[src/rtl/clk_div_bank.sv]
// clk_div_bank -- bank of independent programmable clock dividers / tick
// generators running off the board clock.
//
// Each channel counts 0..M_act and produces either a 50% square wave
// (MODE=0) or a one-cycle strobe (MODE=1), plus a one-cycle TICK per period.
// New limits arrive over a valid/ready port and are held in a shadow
// register until the channel's next wrap (or immediately if the channel is
// stopped), so a period in flight always completes with its old length.
//
// Ports:
//   CLOCK      in   single rising-edge clock
//   RESET      in   synchronous active-high reset
//   EN         in   [CHANNELS] per-channel run enable
//   MODE       in   [CHANNELS] 0 = square wave, 1 = strobe
//   CFG_VALID  in   configuration request
//   CFG_CH     in   [CH_W] target channel; out-of-range values are ignored
//   CFG_M      in   [WIDTH] new limit
//   CFG_READY  out  combinational; low while the target channel has a
//                   limit waiting to apply, high for out-of-range channels
//   CLK_OUT    out  [CHANNELS] registered divided clock / strobe
//   TICK       out  [CHANNELS] registered one-cycle pulse per period

// ---------------------------------------------------------------------------
// One divider channel.
//   clk/rst  clock and synchronous reset
//   en       run enable; counter and square output freeze when low
//   mode     0 = square, 1 = strobe
//   wr       limit transfer accepted this edge (only when !pending)
//   wr_m     limit being transferred
//   pending  shadow holds a limit not yet applied
//   clk_out  divided clock / strobe
//   tick     one-cycle pulse at the start of every period
// ---------------------------------------------------------------------------
module clk_div_chan #(
    parameter int          WIDTH   = 32,
    parameter logic [WIDTH-1:0] RESET_M = WIDTH'(2499)
) (
    input  logic             clk,
    input  logic             rst,
    input  logic             en,
    input  logic             mode,
    input  logic             wr,
    input  logic [WIDTH-1:0] wr_m,
    output logic             pending,
    output logic             clk_out,
    output logic             tick
);

    logic [WIDTH-1:0] cnt;
    logic [WIDTH-1:0] m_act;
    logic [WIDTH-1:0] m_sh;
    logic             ev;
    logic             wrap;

    // '>=' rather than '==' so a counter that somehow overshoots the limit
    // still returns to 0 on the next enabled edge.
    assign wrap = (cnt >= m_act);
    assign ev   = en && (cnt == '0);

    always_ff @(posedge clk) begin
        if (rst) begin
            cnt     <= '0;
            m_act   <= RESET_M;
            m_sh    <= RESET_M;
            pending <= 1'b0;
            clk_out <= 1'b0;
            tick    <= 1'b0;
        end else begin
            if (en)
                cnt <= wrap ? '0 : cnt + 1'b1;

            tick <= ev;

            // Mode is sampled every edge, so a switch to strobe mode drops a
            // high square output unless this edge is itself an event.
            if (mode)
                clk_out <= ev;
            else if (ev)
                clk_out <= ~clk_out;

            // Apply at the wrap so the running period finishes at its old
            // length; a stopped channel has no period to protect.
            if (pending && (!en || wrap)) begin
                m_act   <= m_sh;
                pending <= 1'b0;
            end

            // wr is only ever asserted while pending is clear, so it never
            // collides with the apply above. A transfer on a wrap edge lands
            // in the shadow and waits for the following wrap.
            if (wr) begin
                m_sh    <= wr_m;
                pending <= 1'b1;
            end
        end
    end

endmodule

// ---------------------------------------------------------------------------
// Top: configuration decode plus an array of channels.
// ---------------------------------------------------------------------------
module clk_div_bank #(
    parameter int CHANNELS = 4,
    parameter int WIDTH    = 32,
    parameter int CH_W     = 2,
    parameter int RESET_M  = 2499
) (
    input  logic                CLOCK,
    input  logic                RESET,
    input  logic [CHANNELS-1:0] EN,
    input  logic [CHANNELS-1:0] MODE,
    input  logic                CFG_VALID,
    input  logic [CH_W-1:0]     CFG_CH,
    input  logic [WIDTH-1:0]    CFG_M,
    output logic                CFG_READY,
    output logic [CHANNELS-1:0] CLK_OUT,
    output logic [CHANNELS-1:0] TICK
);

    typedef struct packed {
        logic             vld;
        logic [CH_W-1:0]  ch;
        logic [WIDTH-1:0] m;
    } cfg_req_t;

    cfg_req_t            cfg_req;
    logic [CHANNELS-1:0] pend;
    logic [CHANNELS-1:0] sel;
    logic [CHANNELS-1:0] wr;

    assign cfg_req = '{vld: CFG_VALID, ch: CFG_CH, m: CFG_M};

    // One-hot channel decode. An out-of-range index matches nothing, which
    // both leaves ready high and suppresses any write.
    always_comb begin
        sel = '0;
        for (int i = 0; i < CHANNELS; i++)
            sel[i] = (cfg_req.ch == CH_W'(i));
    end

    assign CFG_READY = ~|(sel & pend);
    assign wr        = {CHANNELS{cfg_req.vld}} & sel & ~pend;

    for (genvar c = 0; c < CHANNELS; c++) begin : g_ch
        clk_div_chan #(
            .WIDTH   (WIDTH),
            .RESET_M (WIDTH'(RESET_M))
        ) u_chan (
            .clk     (CLOCK),
            .rst     (RESET),
            .en      (EN[c]),
            .mode    (MODE[c]),
            .wr      (wr[c]),
            .wr_m    (cfg_req.m),
            .pending (pend[c]),
            .clk_out (CLK_OUT[c]),
            .tick    (TICK[c])
        );
    end

endmodule
[config.mk]
export PLATFORM = sky130hd
export DESIGN_NAME = clk_div_bank
export DESIGN_NICKNAME = d
export VERILOG_FILES = /design/src/rtl/clk_div_bank.sv
export SDC_FILE = /design/constraint.sdc
export NUM_CORES = 1
export LEC_CHECK = 0
export CORE_MARGIN = 2
export CORE_UTILIZATION = 25
export DETAILED_ROUTE_END_ITERATION = 7
export MAX_ROUTING_LAYER = met4
export PLACE_DENSITY = 0.48
export SYNTH_ARGS = -nofsm -noshare
export SYNTH_HDL_FRONTEND = slang
export SYNTH_SLANG_ARGS = --single-unit
[constraint.sdc]
create_clock -name CLOCK -period 2.55 [get_ports CLOCK]
set_input_delay 0.51 -clock CLOCK [delete_from_list [all_inputs] [get_ports CLOCK]]
set_output_delay 0.51 -clock CLOCK [all_outputs]
set_load 0.1 [all_outputs]
## Yosys cells after proc, flatten, opt, wreduce, memory -nomap -nowiden

Cells that the tools add are included.

- Bits in registers: 396
- Latch bits: 0
- Bits in writable memories: 0
- Output and inout port bits: 9
- Input port bits: 45
- ROM bits: 0
- Logic and storage cells: 94
- Memories: 0

- Order comparisons: 4
- Multiplexer cells: 20
- Reduce and logical (&&, ||, !) cells: 31
- Multiply operators: 0
- $add $sub $neg: 4
- Divide/modulo/power cells: 0
- Bitwise operators: 8
- Shift operators: 0
- Equality and inequality tests: 3

Operator list:

| operator | number |
|---|---|
| adder 32 x 1 -> 32 bit, second input constant | 4 |
| greater-or-equal comparator 32 bit | 4 |
| logical NOT 32 bit | 4 |
| two-way mux 32 bit | 4 |
| two-way mux 1 bit | 16 |
| nonzero test 2 bit | 8 |
| AND 4 bit | 3 |
| logical AND 1 bit | 8 |
| logical NOT 1 bit | 5 |
| equality test 2 bit, second input constant | 2 |
| logical OR 1 bit | 4 |
| NOT 1 bit | 4 |
| NOT 4 bit | 1 |
| OR reduction 4 bit | 1 |
| equality test 2 x 1 -> 1 bit, second input constant | 1 |
| logical NOT 2 bit | 1 |

## Longest topological paths before layout

- Depth after elaboration: 5
- Depth in mapped cells: 11

## Cells and area by module

A second synthesis with hierarchy kept.

- Cell total of the unflattened synthesis: 2203
- Area total of the unflattened synthesis: 19612.6 um^2

By module, submodules not included:

| module | cells each | times used | area each (um^2) | sequential area each (um^2) |
|---|---|---|---|---|
| clk_div_chan | 549 | 4 | 4887.2 | 1981.9 |
| clk_div_bank | 7 | 1 | 63.8 | 0.0 |

## Worst setup path after synthesis

Ideal clock, no wire load.

- Kind: input port to output port
- Start point: in CFG_CH[1]
- End point: out CFG_READY
- Arrival: 2.925 ns
- Path buffers: 0
- Stages: 2
- Slack: -0.885 ns
- Cells stage by stage: mux2_2 -> o21ai_0

- Longest elaborated chain between the ends: 4
- Elaborated cells between the ends (all ways): 7

RTL lines:

| what | RTL line | source |
|---|---|---|
| start: declaration | 114 | `input logic [CH_W-1:0] CFG_CH,` |
| equality test 2 x 1 -> 1 bit, or another cell as far along | 139 | `sel[i] = (cfg_req.ch == CH_W'(i));` |
| AND 4 bit * | 142 | `assign CFG_READY = ~\|(sel & pend);` |
| OR reduction 4 bit * | 142 |  |
| logical NOT 1 bit * | 142 |  |
| end: declaration | 116 | `output logic CFG_READY,` |

Mark *: on every way between the ends. The rest lies on a longest branch, timed or not.

## Worst setup path after layout

- Start point: reg g_ch[2].u_chan.cnt[27]
- End point: reg g_ch[2].u_chan.cnt[28]

- Longest elaborated chain between the ends: 2
- Elaborated cells between the ends (all ways): 3

RTL lines:

| what | RTL line | source |
|---|---|---|
| start: declaration | 49 | `logic [WIDTH-1:0] cnt;` |
| start signal: assignment | 70 | `cnt <= wrap ? '0 : cnt + 1'b1;` |
| adder 32 x 1 -> 32 bit / greater-or-equal comparator 32 bit (equally long branches) | 70, 57 |  |
| two-way mux 32 bit * | 70 |  |

Marked as above.
A chain may end at the register's enable or synchronous reset.

==> metrics.cfg <==
[run_status]
status=finished with violations
violations=setup timing

[timing]
fin_crit_sh_pct=102
max_slew.worst_pin.slew_ns=1.30
period_needed_ns=2.61
hold_viol_final=0
slew_viol_final=0
slew_headroom_pct=12.9
setup_violations=22
rsz0062_at_grt=yes
fin_ws_ns=-0.0579
holdWs_ns=0.300
fin_skew_ns=0.0225
fmax_mhz=383

[synth]
synth_top_family_by_area=simple AND/OR/NAND/NOR gates
ys.flop_type=dfxtp_1
synth_top_area_cell=dfxtp_1
synth_compound_area_share_pct=14.5
avgSynthCellArea_um2=7.94
yosys.area_share.adder_pct=8.58
yosys-top-cells-area=dfxtp_1, ha_1, nand2_1
synthArstFlopShare_pct=0
synth_seq_area_share_pct=40.0
ys_warn_count=0
postSynthCellCount=2496
synth.top_cells.by_count=nand2_1, dfxtp_1, a21oi_1
synthXorXnorAreaFrac_pct=0.795
synth_top_area_share_pct=40.0
synth_nets=2677
synthSimpleGateAreaFrac_pct=25.2
synthMuxAreaShare_pct=4.17
synth.most_common_cell=nand2_1
netlist_area_um2=19800
ys_ff_latch=396
synth_edf_count=0
synth_cell_types=64

[placement]
dpl.hpwl_um=43300
io_buffers=53
place_area_um2=23100
gp_congestion=0.806
pre_cts_ws_ns=-0.175

[global_route]
grt_max_degree=120
grt_pass1_wl_um=96800
grt_pass1_vias=16900
grtUsageTotal_pct=15.4
antenna_found_initial=5
gr-total-overflow=0

[die]
fp.dieH_um=286
pin_count=54
chipWidth_um=286
core_um2=78700
design.die.area_um2=81600
rows=103
start_util_pct=25.2

[clock_tree]
cts.sinks=396
root_buffer=clkbuf_16
htree_levels=2
cts_buffers=46
cts_tree=yes
clk_path_buf_depth=3
worstSkewPairLatency_ns=0.60
clkTransAtPathRegs_ns=0.06
hold_buffers=0

[finish]
drive_above_1_share_pct=22.6
fin_nets=2922
area_growth_pct=34.7
fin_area_um2=26700
nFillCells=8257

[detailed_routing]
ant_nets=0
drt_first_pass_iters=5
wl_um=64200
drt_iter0_drc=1084
avgViaCountPerCell=4.69
drcViolationCount=0
wl_per_cell_um=16.8
vias=18000

[setup_path]
critPathBufInv=2
slowest_delay_ns=0.43
cp-start-kind=register
r2r_slack_ns=-0.06
cp_data_arrival_time_ns=3.12
required_ns=3.06
crit_path_end_kind=register
cp_cell_sequence=ha_4 -> and2_4 -> a221o_1 -> a221o_1 -> buf_6 -> nor4_4 -> buf_6 -> or4b_1 -> o21ai_1
slowest_stage=or4b_1
path_max_fanout=6
critPathKind=register to register
path_delay_family=compound AO/OA/AOI/OAI gates

[power]
leakagePower_nw=10.6
power.density_nw_per_um2=545
peakVddDrop_mv=0.461

[min_path]
worstHoldPathType=input pin to register

[run]
max-cap-violations=0

## placed cells by master (no fill, tap or decap), types with 45 or more instances in the layout
cell / count
inv_1: 165
nor2_1: 157
nand3_1: 117
buf_4: 230
ha_1: 100
nand2_1: 402
dfxtp_2: 51
mux2i_1: 75
nor3_1: 45
dfxtp_1: 343
clkbuf_16: 62
nand4_1: 56
a21oi_1: 266
## final timing paths
| check | start | endpoint | depth (start not counted) |
|---|---|---|---|
| hold / removal | RESET | g_ch[0].u_chan.cnt[1]$_SDFFE_PP0P_ | 2 |
| setup reg to reg | g_ch[2].u_chan.cnt[27]$_SDFFE_PP0P_ | g_ch[2].u_chan.cnt[28]$_SDFFE_PP0P_ | 9 |
| setup / recovery | g_ch[2].u_chan.cnt[27]$_SDFFE_PP0P_ | g_ch[2].u_chan.cnt[28]$_SDFFE_PP0P_ | 9 |
| hold reg to reg | g_ch[3].u_chan.m_act[23]$_SDFFE_PP0P_ | g_ch[3].u_chan.m_act[23]$_SDFFE_PP0P_ | 2 |
## worst register-to-register path: stages (launching register included)
cell	delay [ns]
dfxtp_4	0.36
ha_4	0.24
and2_4	0.16
a221o_1	0.33
a221o_1	0.38
buf_6	0.15
nor4_4	0.21
buf_6	0.17
or4b_1	0.43
o21ai_1	0.10
## per-layer routing
layer  track usage (%)  vias up  part of all wire, %
met1              21.3     8431                   50
met5                 -        -                    0
li1                  -     9180                    -
met4              4.31        0                  2.0
met2              23.3      269                   44
met3              1.97       76                  3.7
## power by group
| part | switching, mW | internal (mW) | leakage (nW) | total, mW |
|---|---|---|---|---|
| clock | 2.85 | 4.13 | 0.773 | 6.98 |
| sequential | 0.0657 | 6.29 | 3.22 | 6.36 |
| combinational | 0.744 | 0.484 | 6.59 | 1.23 |
| total | 3.66 | 10.9 | 10.6 | 14.6 |
## sequential cells by signal, indices dropped and copies added (netlist names)
signal,flops
g_ch.u_chan.pending,4
g_ch.u_chan.m_sh,128
g_ch.u_chan.cnt,128
g_ch.u_chan.tick,4
g_ch.u_chan.m_act,128
g_ch.u_chan.clk_out,4
## repair_timing
| item | in CTS | in global routing |
|---|---|---|
| resized for setup | 63 | 241 |
| setup buffers | 9 | 17 |
| cloned | 2 | 20 |
| pin swaps | 25 | 109 |
| setup endpoints to repair | 145 | 228 |
## area by class of cell
| cell class | count | area (um^2) | area share (%) |
|---|---|---|---|
| clock buffers | 65 | 1320 | 4.96 |
| flip-flops and latches | 396 | 8000 | 30.0 |
| repair buffers | 344 | 3420 | 12.8 |
| inverters | 182 | 683 | 2.56 |
| well taps | 1050 | 1310 | 4.92 |
| clock inverters | 19 | 244 | 0.914 |
| diodes | 2 | 5.00 | 0.0187 |
| multi-input cells | 1771 | 11700 | 43.9 |
## kinds of logic (layout without fill, tap and decap cells)
kind of cell / after synthesis / count (layout)
fa+ha+maj: 136 / 136
other cells: 0 / 2
compound gates: 497 / 497
mux: 82 / 82
flops: 396 / 396
simple gates: 1038 / 1038
buf+inv: 329 / 610
xor+xnor: 18 / 18
## metrics by stage
step	setup TNS (ns)	std cells	utilization, %	power (mW)
final	-0.438	3829	33.9	14.6
after global routing	-8.34	3829	33.9	15.1
after CTS	-0.111	3791	31.8	14.6
after detailed placement	-8.97	3696	29.4	7.55
after global placement	-5.08	3696	29.4	7.55
after floorplan	0	2496	-	7.09
Note: power is estimated with default switching activity, not from simulation.
